`src/rtl/cosmos_gen_pkg.sv`:
```
`default_nettype none
// ============================================================================
// Module  : cosmos_gen_pkg
// Purpose : Shared types and constants for the constraint generator and the
//           constraint checkers. Provides the filter-mode and generator-state
//           encodings, the default equality target, and a filter helper.
// Ports   : none (package)
// Revision: 1.0 - initial release
// ============================================================================
package cosmos_gen_pkg;

    // Filter mode as seen on filt_mode. Encoding 2'b11 is not named and
    // behaves like FILT_ALL.
    typedef enum logic [1:0] {
        FILT_ALL   = 2'b00,
        FILT_SAT   = 2'b01,
        FILT_UNSAT = 2'b10
    } filt_mode_e;

    typedef enum logic [1:0] {
        IDLE  = 2'b00,
        RUN   = 2'b01,
        DRAIN = 2'b10,
        FIN   = 2'b11
    } gen_state_e;

    localparam logic [31:0] C_DEFAULT_TARGET = 32'h000411a2;

    // Decide whether an evaluated candidate is forwarded to the output.
    function automatic logic filt_pass(input logic [1:0] mode, input logic sat);
        logic pass;
        pass = 1'b1;
        if (mode == FILT_SAT) begin
            pass = sat;
        end else if (mode == FILT_UNSAT) begin
            pass = !sat;
        end
        return pass;
    endfunction

endpackage
`default_nettype wire

```
`src/rtl/constraint_eq_eval.sv`:
```
`default_nettype none
// ============================================================================
// Module  : constraint_eq_eval
// Purpose : Combinational evaluator for the equality constraint cand == TARGET.
//           The comparison is done in 32-bit modulo arithmetic on the
//           zero-extended candidate, so a TARGET that does not fit in W bits
//           is never satisfied.
// Ports   : cand  in  W  candidate value
//           sat   out 1  candidate satisfies the constraint
// Revision: 1.0 - initial release
// ============================================================================
module constraint_eq_eval
    import cosmos_gen_pkg::*;
#(
    parameter int          W      = 20,
    parameter logic [31:0] TARGET = C_DEFAULT_TARGET
) (
    input  logic [W-1:0] cand,
    output logic         sat
);

    logic [31:0] w_diff;

    assign w_diff = 32'(cand) - TARGET;
    assign sat    = (w_diff == 32'h0);

endmodule
`default_nettype wire

```
`src/rtl/constraint_sat_gen.sv`:
```
`default_nettype none
// ============================================================================
// Module  : constraint_sat_gen
// Purpose : Sweeps the inclusive range [lo, hi], evaluates the equality
//           constraint on every candidate and streams the filtered candidates
//           over a valid/ready channel. Reports SAT/emit counts and a done
//           pulse at the end of each sweep.
// Ports   : clk, rst_n            clock / async active-low reset
//           start, lo, hi,        sweep launch and range/filter, captured
//           filt_mode             in IDLE
//           cand_valid/ready      output handshake
//           cand_data, cand_sat   beat payload
//           busy, done            status (done is a one-cycle pulse)
//           sat_count, emit_count sweep statistics (saturating)
// Revision: 1.0 - initial release
// ============================================================================
module constraint_sat_gen
    import cosmos_gen_pkg::*;
#(
    parameter int          W      = 20,
    parameter logic [31:0] TARGET = C_DEFAULT_TARGET,
    parameter int          CW     = 21
) (
    input  logic          clk,
    input  logic          rst_n,
    input  logic          start,
    input  logic [W-1:0]  lo,
    input  logic [W-1:0]  hi,
    input  logic [1:0]    filt_mode,
    output logic          cand_valid,
    input  logic          cand_ready,
    output logic [W-1:0]  cand_data,
    output logic          cand_sat,
    output logic          busy,
    output logic          done,
    output logic [CW-1:0] sat_count,
    output logic [CW-1:0] emit_count
);

    localparam logic [CW-1:0] C_CNT_MAX = {CW{1'b1}};

    gen_state_e    r_state;
    logic [W-1:0]  r_cur;
    logic [W-1:0]  r_hi;
    logic [1:0]    r_filt;
    logic          r_valid;
    logic [W-1:0]  r_data;
    logic          r_sat;
    logic          r_busy;
    logic          r_done;
    logic [CW-1:0] r_sat_cnt;
    logic [CW-1:0] r_emit_cnt;

    logic w_sat;
    logic w_pass;
    logic w_xfer;
    logic w_slot_free;

    constraint_eq_eval #(
        .W      (W),
        .TARGET (TARGET)
    ) u_eval (
        .cand (r_cur),
        .sat  (w_sat)
    );

    assign w_pass      = filt_pass(r_filt, w_sat);
    assign w_xfer      = r_valid && cand_ready;
    // The output register can take a new candidate when empty or draining now.
    assign w_slot_free = !r_valid || cand_ready;

    always_ff @(posedge clk or negedge rst_n) begin
        if (!rst_n) begin
            r_state    <= IDLE;
            r_cur      <= '0;
            r_hi       <= '0;
            r_filt     <= '0;
            r_valid    <= 1'b0;
            r_data     <= '0;
            r_sat      <= 1'b0;
            r_busy     <= 1'b0;
            r_done     <= 1'b0;
            r_sat_cnt  <= '0;
            r_emit_cnt <= '0;
        end else begin
            if (w_xfer && (r_emit_cnt != C_CNT_MAX)) begin
                r_emit_cnt <= r_emit_cnt + 1'b1;
            end

            case (r_state)
                IDLE: begin
                    if (start) begin
                        r_hi       <= hi;
                        r_filt     <= filt_mode;
                        r_cur      <= lo;
                        r_sat_cnt  <= '0;
                        r_emit_cnt <= '0;
                        if (lo > hi) begin
                            r_state <= FIN;
                            r_done  <= 1'b1;
                        end else begin
                            r_state <= RUN;
                            r_busy  <= 1'b1;
                        end
                    end
                end

                RUN: begin
                    if (w_slot_free) begin
                        if (w_sat && (r_sat_cnt != C_CNT_MAX)) begin
                            r_sat_cnt <= r_sat_cnt + 1'b1;
                        end
                        // A filtered-out candidate leaves the slot empty.
                        r_valid <= w_pass;
                        if (w_pass) begin
                            r_data <= r_cur;
                            r_sat  <= w_sat;
                        end
                        // Stop at hi rather than incrementing, so hi = all-ones
                        // never wraps back to zero.
                        if (r_cur == r_hi) begin
                            r_state <= DRAIN;
                        end else begin
                            r_cur <= r_cur + 1'b1;
                        end
                    end
                end

                DRAIN: begin
                    if (w_slot_free) begin
                        r_valid <= 1'b0;
                        r_busy  <= 1'b0;
                        r_done  <= 1'b1;
                        r_state <= FIN;
                    end
                end

                FIN: begin
                    r_done  <= 1'b0;
                    r_state <= IDLE;
                end

                default: begin
                    r_state <= IDLE;
                end
            endcase
        end
    end

    assign cand_valid = r_valid;
    assign cand_data  = r_data;
    assign cand_sat   = r_sat;
    assign busy       = r_busy;
    assign done       = r_done;
    assign sat_count  = r_sat_cnt;
    assign emit_count = r_emit_cnt;

endmodule
`default_nettype wire
```
`config.mk`:
```
export PLATFORM = sky130hd
export DESIGN_NAME = constraint_sat_gen
export DESIGN_NICKNAME = d
export VERILOG_FILES = /design/src/rtl/cosmos_gen_pkg.sv /design/src/rtl/constraint_eq_eval.sv /design/src/rtl/constraint_sat_gen.sv
export SDC_FILE = /design/constraint.sdc
export NUM_CORES = 1
export LEC_CHECK = 0
export CAP_MARGIN = 30
export CORE_ASPECT_RATIO = 1.1
export CORE_MARGIN = 2
export CORE_UTILIZATION = 50
export CTS_BUF_LIST = sky130_fd_sc_hd__clkbuf_4 sky130_fd_sc_hd__clkbuf_8
export DETAILED_ROUTE_END_ITERATION = 7
export HOLD_SLACK_MARGIN = 0.06
export PLACE_DENSITY = 0.84
export SYNTH_ARGS = -nofsm -noshare
export SYNTH_HDL_FRONTEND = slang
export SYNTH_SLANG_ARGS = --single-unit
```
`constraint.sdc`:
```
create_clock -name clk -period 3.35 [get_ports clk]
set_input_delay 0.67 -clock clk [delete_from_list [all_inputs] [get_ports clk]]
set_output_delay 0.67 -clock clk [all_outputs]
set_load 0.005 [all_outputs]
```
==> metrics.md <==
| Metric | Value |
|---|---|
| Status | `finished clean` |
| Rows | `44` |
| Detailed Route Iter0 Violations | `619` |
| Unique masters post-synth | `67` |
| Synth Area in Adders | `5.50%` |
| Grt met1 use | `36.7%` |
| Met3 Resource Use GR | `3.97%` |
| Syn. warnings | `0` |
| Vias in the first global route | `6119` |
| DRC viols | `0` |
| Period utilization | `91.0%` |
| VDD IR max | `0.330 mV` |
| Setup WS pre-CTS | `0.0215 ns` |
| Buffer depth of the longest clock path | `2` |
| RSZ-0062 raised after global routing | `false` |
| CTS tree | `yes` |
| Mux contribution to synthesized area | `4.66%` |
| Async SR Flop Fraction | `100%` |
| # hold bufs at CTS | `0` |
| Met2 usage | `39.0%` |
| Number of flops mapped to enable cells by yosys | `0` |
| CTS sink cnt | `110` |
| Vias per cell | `5.94` |
| Seq/Total Area, Yosys | `40.3%` |
| Syn nets | `839` |
| # diodes | `0` |
| Post-DP HPWL | `13.5 mm` |
| Total Wirelength | `18.1 mm` |
| Worst-Skew Late Latency | `0.40 ns` |
| Cts repair resizes | `0` |
| Worst Clk Skew | `0.0193 ns` |
| Routed via count | `6363` |
| Hold WC Path Type | `input pin to async pin` |
| Busiest layer in global routing | `met2` |
| Fmax | `0.328 GHz` |
| Core area | `0.0133 mm2` |
| Synthesized area per cell | `8.95 um2` |
| First-pass GRT wire length | `30.1 mm` |
| Total GRT Usage | `25.5%` |
| PwrDens | `706 mW/mm2` |
| Routed length per instance | `16.9 um` |
| CTS root buf | `clkbuf_8` |
| DIE WIDTH | `115 um` |
| DIE AREA | `0.0146 mm2` |
| Clock Pin Slew Worst Setup and Hold Paths | `0.12 ns` |
| Setup violators final | `0` |
| Startpoint types | `flop` |
| Synth-to-layout area growth | `24.5%` |
| PortBufs | `111` |
| Antenna Violating Nets Remaining | `0` |
| Overflow after GRT | `0` |
| Worst-Margin Slew | `0.615 ns` |
| WP data arrival | `3.37 ns` |
| CP Max Fanout | `11` |
| Slew HR | `58.9%` |
| Final worst path period need | `3.05 ns` |
| H-tree Lvls | `3` |
| Final Hold Fails | `0` |
| Die Y | `127 um` |
| Gpl congestion | `0.939` |
| Leakage dissipation | `3.63 nW` |
| Critical Path RT | `3.67 ns` |
| Synthesized instance count | `763` |
| Final #Nets | `958` |
| Critical path class | `flop to flop` |
| Num CTS Buffers | `9` |
| Io pins | `112` |
| Seq cells post-synth | `110` |
| CP endpoint kind | `flop` |
| Synth Area in Compound Gates | `16.8%` |
| Initial Util | `51.5%` |
| Final setup TNS | `0 ns` |
| Max Cap Viol | `0` |
| Largest family of logic cells by synthesized area | `simple AND/OR/NAND/NOR gates` |
| Post-Synth Simple-Gate Area | `22.6%` |
| Post-CTS setup buffers | `0` |
| Initial antenna violation count | `0` |
| TritonRoute pass-1 iters | `5` |
| Most used DFF post-synth | `dfrtp_1` |
| Final worst slack | `0.302 ns` |
| Max Slew Vio Count | `0` |
| Mapped cell area | `0.00683 mm2` |
| Largest net degree at the start of global routing | `71` |
| Share of cells above drive strength 1 | `10.7%` |
| XOR/XNOR Fraction of Synth Area | `4.88%` |
through the flow:
stage	utilization (%)	power [W]	cells	hold slack, ns	instance area, um2
5_1_grt	64.0	0.00642	1071	0.297	8500
3_3_place_gp	62.5	0.00504	1055	0.479	8300
3_5_place_dp	62.5	0.00515	1055	0.485	8300
4_1_cts	64.0	0.00597	1071	0.268	8490
6_report	64.0	0.00600	1071	0.248	8500
2_1_floorplan	-	0.00400	763	0.374	6830
power by group:
group / switching (W) / leakage [nW] / internal [W]
clock network: 0.000471 / 0.0917 / 0.000352
logic: 0.00163 / 2.13 / 0.00140
registers: 0.000414 / 1.41 / 0.00173
final timing paths:
kind | from | end | slack, ns | cells past startpoint
worst min register to register | r_filt[0] | r_filt[0] | 0.50 | 2
worst max register to register | r_cur[8] | sat_count[13] | 0.30 | 9
worst min-delay path | rst_n | cand_data[14] | 0.25 | 1
min in group clk | r_filt[0] | r_filt[0] | 0.50 | 2
worst max-delay path | r_cur[8] | sat_count[13] | 0.30 | 9
max in group asynchronous | rst_n | r_hi[13] | 2.32 | 2
final cells by class:
type / count / area (um2)
clock inverters: 6 / 62.6
inverters: 45 / 169
clock buffers: 10 / 131
fillers: 1115 / 4770
well taps: 184 / 230
multi-input cells: 566 / 3720
repair buffers: 150 / 1430
flip-flops and latches: 110 / 2750
placed cells by master, fill, tap and decap left out, types with 10 or more instances in the layout:
master / netlist / routed
nand2_1: 78 / 78
nor2_1: 61 / 61
a21oi_1: 39 / 39
inv_1: 45 / 45
nand4_1: 24 / 24
xor2_1: 22 / 22
buf_4: 2 / 38
nor3_1: 26 / 25
mux2_2: 22 / 22
nor4_1: 13 / 13
clkdlybuf4s50_1: 0 / 110
o21ai_0: 53 / 52
ha_1: 30 / 30
dfrtp_1: 110 / 110
a22oi_1: 10 / 10
and3_1: 10 / 10
or3_1: 11 / 11
xnor2_1: 16 / 16
nand3_1: 23 / 23
synth_stat cells, types with 7 or more instances:
cell,count,area [um2]
nand2_1,78,293
nor4_1,13,81.3
xnor2_1,16,140
o21ai_0,53,265
ha_1,30,375
a21oi_1,39,195
a22oi_1,10,75.1
nand3_1,23,115
or4_1,9,67.6
mux2_2,22,248
nor2_1,61,229
o211ai_1,9,67.6
or3_1,11,68.8
nand4_1,24,150
clkbuf_1,29,109
nor3_1,26,130
and3_1,10,62.6
inv_1,45,169
dfrtp_1,110,2750
a21o_1,9,67.6
xor2_1,22,193
mux2i_1,7,70.1
logic make-up after synthesis:
group	count (synthesis)
AOI/OAI and AO/OA	173
and+or+nand+nor	296
buffers and inverters	87
adders and majority gates	30
DFF	110
xor gates and xnor gates	38
muxes	29
per-layer routing:
metal / vias up / wire length (um) / share of wire, %
met3: 31 / 1300 / 7.2
met4: 0 / 436 / 2.4
met2: 308 / 8290 / 46
met1: 3028 / 8060 / 45
met5: - / 0 / 0
li1: 2996 / - / -
worst max-delay path, stage by stage, from the launching register on:
cell     delay, ns
dfrtp_1       0.58
nand2_1       0.17
buf_4         0.20
nor4b_1       0.15
nor4_1        0.32
and4b_1       0.23
nand3_1       0.20
or3_4         0.49
or4_1         0.48
a21oi_1       0.18
flip-flops by register name, indices dropped and copies added, names as in the netlist:
signal      flops
busy            1
cand_data      20
cand_sat        1
cand_valid      1
done            1
emit_count     21
r_cur          20
r_filt          2
r_hi           20
r_state         2
sat_count      21
No activity file was read; power rests on OpenSTA's default activity.
==> patch 1: new RTL, same settings <==
Register the output `sat_count` once more; this adds one clock of latency there. The other outputs are not delayed to match.
--- a/src/rtl/constraint_sat_gen.sv
+++ b/src/rtl/constraint_sat_gen.sv
@@ -153,5 +153,7 @@
     assign busy       = r_busy;
     assign done       = r_done;
-    assign sat_count  = r_sat_cnt;
+    always_ff @(posedge clk) begin
+        sat_count <= r_sat_cnt;
+    end
     assign emit_count = r_emit_cnt;
 
Formal check against the unedited RTL: not equivalent (Yosys sat finds a counterexample within 4 cycles, from zero or initial values and one cycle with rst_n low).
==> patch 1 against the original RTL <==
Worst setup slack got worse by 110 ps. Power rose by 43%. Fmax fell by 3.5%. Final area rose by 18%. Synthesized area rose by 20%. Largest cell class unchanged. Clock power rose by 87%. Die area rose by 19%. Non-clock buffer count fell by 3. Hold slack got worse by 15 ps. Routed wire length rose by 27%. Largest power group unchanged. Sequential cell count rose by 21. Count of clock-buffer cells in the layout rose by 13.
==> patch 1: results (changes against the original RTL) <==
Critical Path AT 3520 ps (+150 ps); LEAKAGE 4.01 nW (+10%); delay-heaviest family, CP simple AND/OR/NAND/NOR gates; antenna cells 0 (unchanged); total gr overflow 0 (unchanged); Post-synth ARST share 84.0% (-16 points); GP Congestion 0.899 (-4.2%); hpwl dp 16100 um (+20%); H-tree Lvls 4 (+1); initial detailed-routing violation count 905 (+46%); DRT Pass-1 Iters 6 (+1); Via-to-Cell Ratio 6.31 (+6.2%); Switch Pwr 3.75 mW (+49%); CP peak stage delay 510 ps (-70 ps); Max IR drop VDD 0.000358 V (+8.5%); Worst-path clk slew 70 ps (-50 ps); Setup WS pre-CTS 265 ps (+244 ps); top cells by area, synth dfrtp_1 (34%), nand2_1 (5.4%), a21oi_1 (5.4%); Tot GR Track Use 26.3% (+0.80 points); CTS buffer count 17 (+8); startpoint types flip-flop; dpl cell area 9540 sq um (+15%); clk_lat worst skew 470 ps (+70 ps); Root Buffer clkbuf_8; Setup crit end kind flip-flop; largest net degree at the start of global routing 48 (-32%); Synth Net Count 1053 (+26%); vias in the first global route 7542 (+23%); sequential area share after synthesis 38.8% (-1.5 points); Worst Skew 7.96 ps (-11.4 ps); first-pass GRT wire length 37800 um (+26%); Synth cell types 72 (+7.5%); slowest CP cell or3b_2; Crit Reg-Reg Endpoint r_sat_cnt[3]; critical path fanouts, max 43 (+32); top_reg_cell synth dfrtp_1; initial antenna violation count 0 (unchanged); share of layout cells above drive strength 1 7.88% (-2.8 points); final net count 1142 (+19%); Synthesis Warnings 0 (unchanged); FMAX 317 MHz (-3.5%); r2r startpoint r_cur[1]; per-cell routed wire length 17.9 um (+6.0%); max-slew headroom at the worst pin 39.8% (-19 points); status complete, no violations; commonest cells in the netlist nand2_1 (118), dfrtp_1 (110), a21oi_1 (88), nor2_1 (68), clkbuf_1 (64); I/O Buffers 111 (unchanged); HP Class in -> async; Max clock buf depth 2 (unchanged)
[patch 1: how the worst min path moves through the flow]
stage / slack (ps) / endpoint / startpoint
after floorplan: 350 / sat_count[4] / r_sat_cnt[4]
after global placement: 380 / sat_count[20] / r_sat_cnt[20]
after detailed placement: 380 / sat_count[20] / r_sat_cnt[20]
after CTS: 250 / r_hi[5] / rst_n
after global routing: 260 / r_hi[8] / rst_n
final: 230 / r_hi[6] / rst_n
[patch 1: cell families after synthesis]
logic type / Yosys count / synth area share (%)
AND/OR/NAND/NOR: 377 / 23.6
AO/OA/AOI/OAI: 277 / 22.2
flip-flops: 131 / 38.8
buffers and inverters: 113 / 5.43
XOR/XNOR: 35 / 3.75
adder cells (fa/ha/maj): 30 / 4.59
multiplexers: 14 / 1.73
[patch 1: metal layers]
layer	part of all wire, %	GRT usage (%)
met1	42	35.1
met3	7.6	5.15
met2	48	42.7
met4	2.5	9.95
met5	0	0
[patch 1: final cells by class]
type                            count  area [sq um]
Tap cell                          204           255
Fill cell                        1370          6180
Sequential cell                   131          3170
Clock inverter                      9           154
Clock buffer                       23           298
Multi-Input combinational cell    733          4570
Inverter                           36           135
Timing Repair Buffer              147          1420
[patch 1: metrics by stage]
stage / std cells / utilization [%]
floorplan: 977 / -
global placement: 1250 / 59.0
detailed placement: 1250 / 59.0
CTS: 1282 / 61.7
global route: 1283 / 61.8
finish: 1283 / 61.8
[patch 1: power groups by stage]
stage	clock network [mW]	registers (mW)	logic, mW
after floorplan	0	2.49	2.96
after global placement	0	2.75	4.02
after detailed placement	0	2.78	4.13
after CTS	1.54	2.76	4.17
after global routing	1.61	2.85	4.65
final	1.54	2.79	4.23
[patch 1: what timing repair did]
action	in CTS	in global routing
endpoints found under the setup margin	0	15
buffers inserted	0	1
resized for setup	0	1
==> patch 2: new RTL, config.mk and constraints unchanged <==
Made on the original files. `W` is set to 20 in 2 places; all go to 30.
--- a/src/rtl/constraint_eq_eval.sv
+++ b/src/rtl/constraint_eq_eval.sv
@@ -13,5 +13,5 @@
     import cosmos_gen_pkg::*;
 #(
-    parameter int          W      = 20,
+    parameter int          W      = 30,
     parameter logic [31:0] TARGET = C_DEFAULT_TARGET
 ) (
--- a/src/rtl/constraint_sat_gen.sv
+++ b/src/rtl/constraint_sat_gen.sv
@@ -18,5 +18,5 @@
     import cosmos_gen_pkg::*;
 #(
-    parameter int          W      = 20,
+    parameter int          W      = 30,
     parameter logic [31:0] TARGET = C_DEFAULT_TARGET,
     parameter int          CW     = 21
Ports: changed (resized cand_data, hi and lo); port bits go from 112 to 142. No check against the original RTL was run, so the function may have changed too.
==> patch 2 against the original RTL <==
The run now ends with negative setup slack left. Synthesized area grew 27%. Power grew 56%. Via count grew 34%. Sequential power grew 36%. Hold slack lost 69 ps. Routed wire length grew 53%. Sequential cell count grew 30. Clock power grew 86%. Cell count grew 33%. Final area grew 36%. Worst setup slack lost 330 ps. Non-clock buffer count grew 82. Critical path type unchanged. Critical endpoint is now cand_data[0]. Largest power group unchanged.
==> patch 2: results (changes against the original RTL) <==
status finished with violations; failing checks negative setup slack; Final Setup Violations 14 (+14); placed cells 1389 (+32%); GP Congestion 0.945 (+0.65%); Max clock buf depth 2 (unchanged); critical path fanouts, max 8 (-3); dpl cell area 10900 sq um (+31%); Combinational Power Share 52.4% (+1.9 points); Vias 8540 (+34%); Fill cells 1346 (+21%); post-route setup TNS -212 ps (-212 ps); Synth Area in Compound Gates 18.0% (+1.2 points); Worst Tran Pin Value 738 ps (+123 ps); commonest cells in the netlist dfrtp_1 (140), nand2_1 (107), o21ai_0 (72), a21oi_1 (70), nor2_1 (67); mux contribution to synthesized area 5.53% (+0.87 points); Setup WS pre-CTS -222 ps (-243 ps); Synthesis Warnings 0 (unchanged); Adder-Cell Fraction of Synth Area 5.76% (+0.26 points); top_reg_cell synth dfrtp_1; LEAKAGE 5.03 nW (+39%); clk_lat worst skew 460 ps (+60 ps); final net count 1286 (+34%); DRT Wirelength 27600 um (+53%); Tot GR Track Use 29.7% (+4.1 points); Synth cell types 60 (-10%); Clock power frac 16.3% (+2.6 points); CTS buffer count 17 (+8); syn avg cell area 8.74 sq um (-2.3%); top cells by area, synth dfrtp_1 (40%), ha_1 (5.8%), nand2_1 (4.6%); Worst Skew 10.2 ps (-9.13 ps); Synth Net Count 1100 (+31%); Post-synth ARST share 100% (unchanged); initial antenna violation count 0 (unchanged); sequential area share after synthesis 40.3% (about the same); H-tree Lvls 4 (+1); Final Worst Setup Slack -29.7 ps (-332 ps); hpwl dp 20100 um (+49%); Critical Path AT 3720 ps (+350 ps); Hold Vio Cnt, Final 0 (unchanged); Max IR drop VDD 0.000312 V (-5.3%); Pwr Total 9.33 mW (+56%); first-pass GRT wire length 42600 um (+41%); share of layout cells above drive strength 1 14.6% (+3.9 points); r2r startpoint r_cur[15]; Via-to-Cell Ratio 5.98 (+0.73%); xor/xnor cell area share of the yosys netlist 4.74% (-0.14 points); Worst Path Class, Setup reg -> reg; DRT Pass-1 Iters 5 (unchanged); largest net degree at the start of global routing 72 (+1.4%); vias in the first global route 8190 (+34%); switching share of total power 42.1% (+0.17 points); initial detailed-routing violation count 713 (+15%); Worst-path clk slew 80 ps (-40 ps); Crit Reg-Reg Endpoint cand_data[0]; Root Buffer clkbuf_8; I/O Buffers 141 (+27%); HP Class in -> async; reg2reg path depth 10 (+1); antenna cells 0 (unchanged)
==> patch 2: worst max-delay path, stage by stage, from the launching register on <==
cell,delay (ps)
dfrtp_1,390
or3_4,440
or4_4,510
o311a_1,120
a211o_1,270
or4_4,490
nor2_8,130
mux2i_4,250
buf_12,150
clkbuf_16,180
mux2_1,320
==> patch 2: per-layer routing <==
layer / share of wire, % / routed length, um / GRT usage [%]
met5: 0 / 0 / 0
met4: 4.1 / 1120 / 14.9
met3: 6.9 / 1890 / 4.92
met2: 48 / 13400 / 47.9
met1: 41 / 11200 / 38.5
==> patch 2: repair_timing <==
item / in CTS / in global routing
endpoints found under the setup margin: 36 / 40
pin swaps: 0 / 4
gates resized for setup: 6 / 30
buffers inserted: 0 / 3
gates cloned: 0 / 3
==> patch 2: layout make-up <==
class                   instances  area, sq um  area share, %
multi-input cells             736         4940           42.8
flip-flops and latches        140         3500           30.3
repair buffers                232         2180           18.9
well taps                     234          293           2.53
clock buffers                  18          241           2.09
inverters                      53          199           1.72
clock inverters                14          196           1.70
==> patch 2: logic make-up after synthesis <==
family | Yosys count
AND/OR/NAND/NOR | 353
buffers and inverters | 118
adder cells (fa/ha/maj) | 40
XOR/XNOR | 47
AO/OA/AOI/OAI | 252
flip-flops | 140
multiplexers | 44
==> patch 2: worst min path at each step <==
| stage | startpoint | to | slack, ps |
|---|---|---|---|
| after floorplan | rst_n | busy | 370 |
| after global placement | cand_data[11] | cand_data[11] | 470 |
| after detailed placement | cand_data[15] | cand_data[15] | 480 |
| after CTS | rst_n | cand_data[23] | 170 |
| after global routing | rst_n | cand_data[23] | 200 |
| final | rst_n | cand_data[23] | 180 |
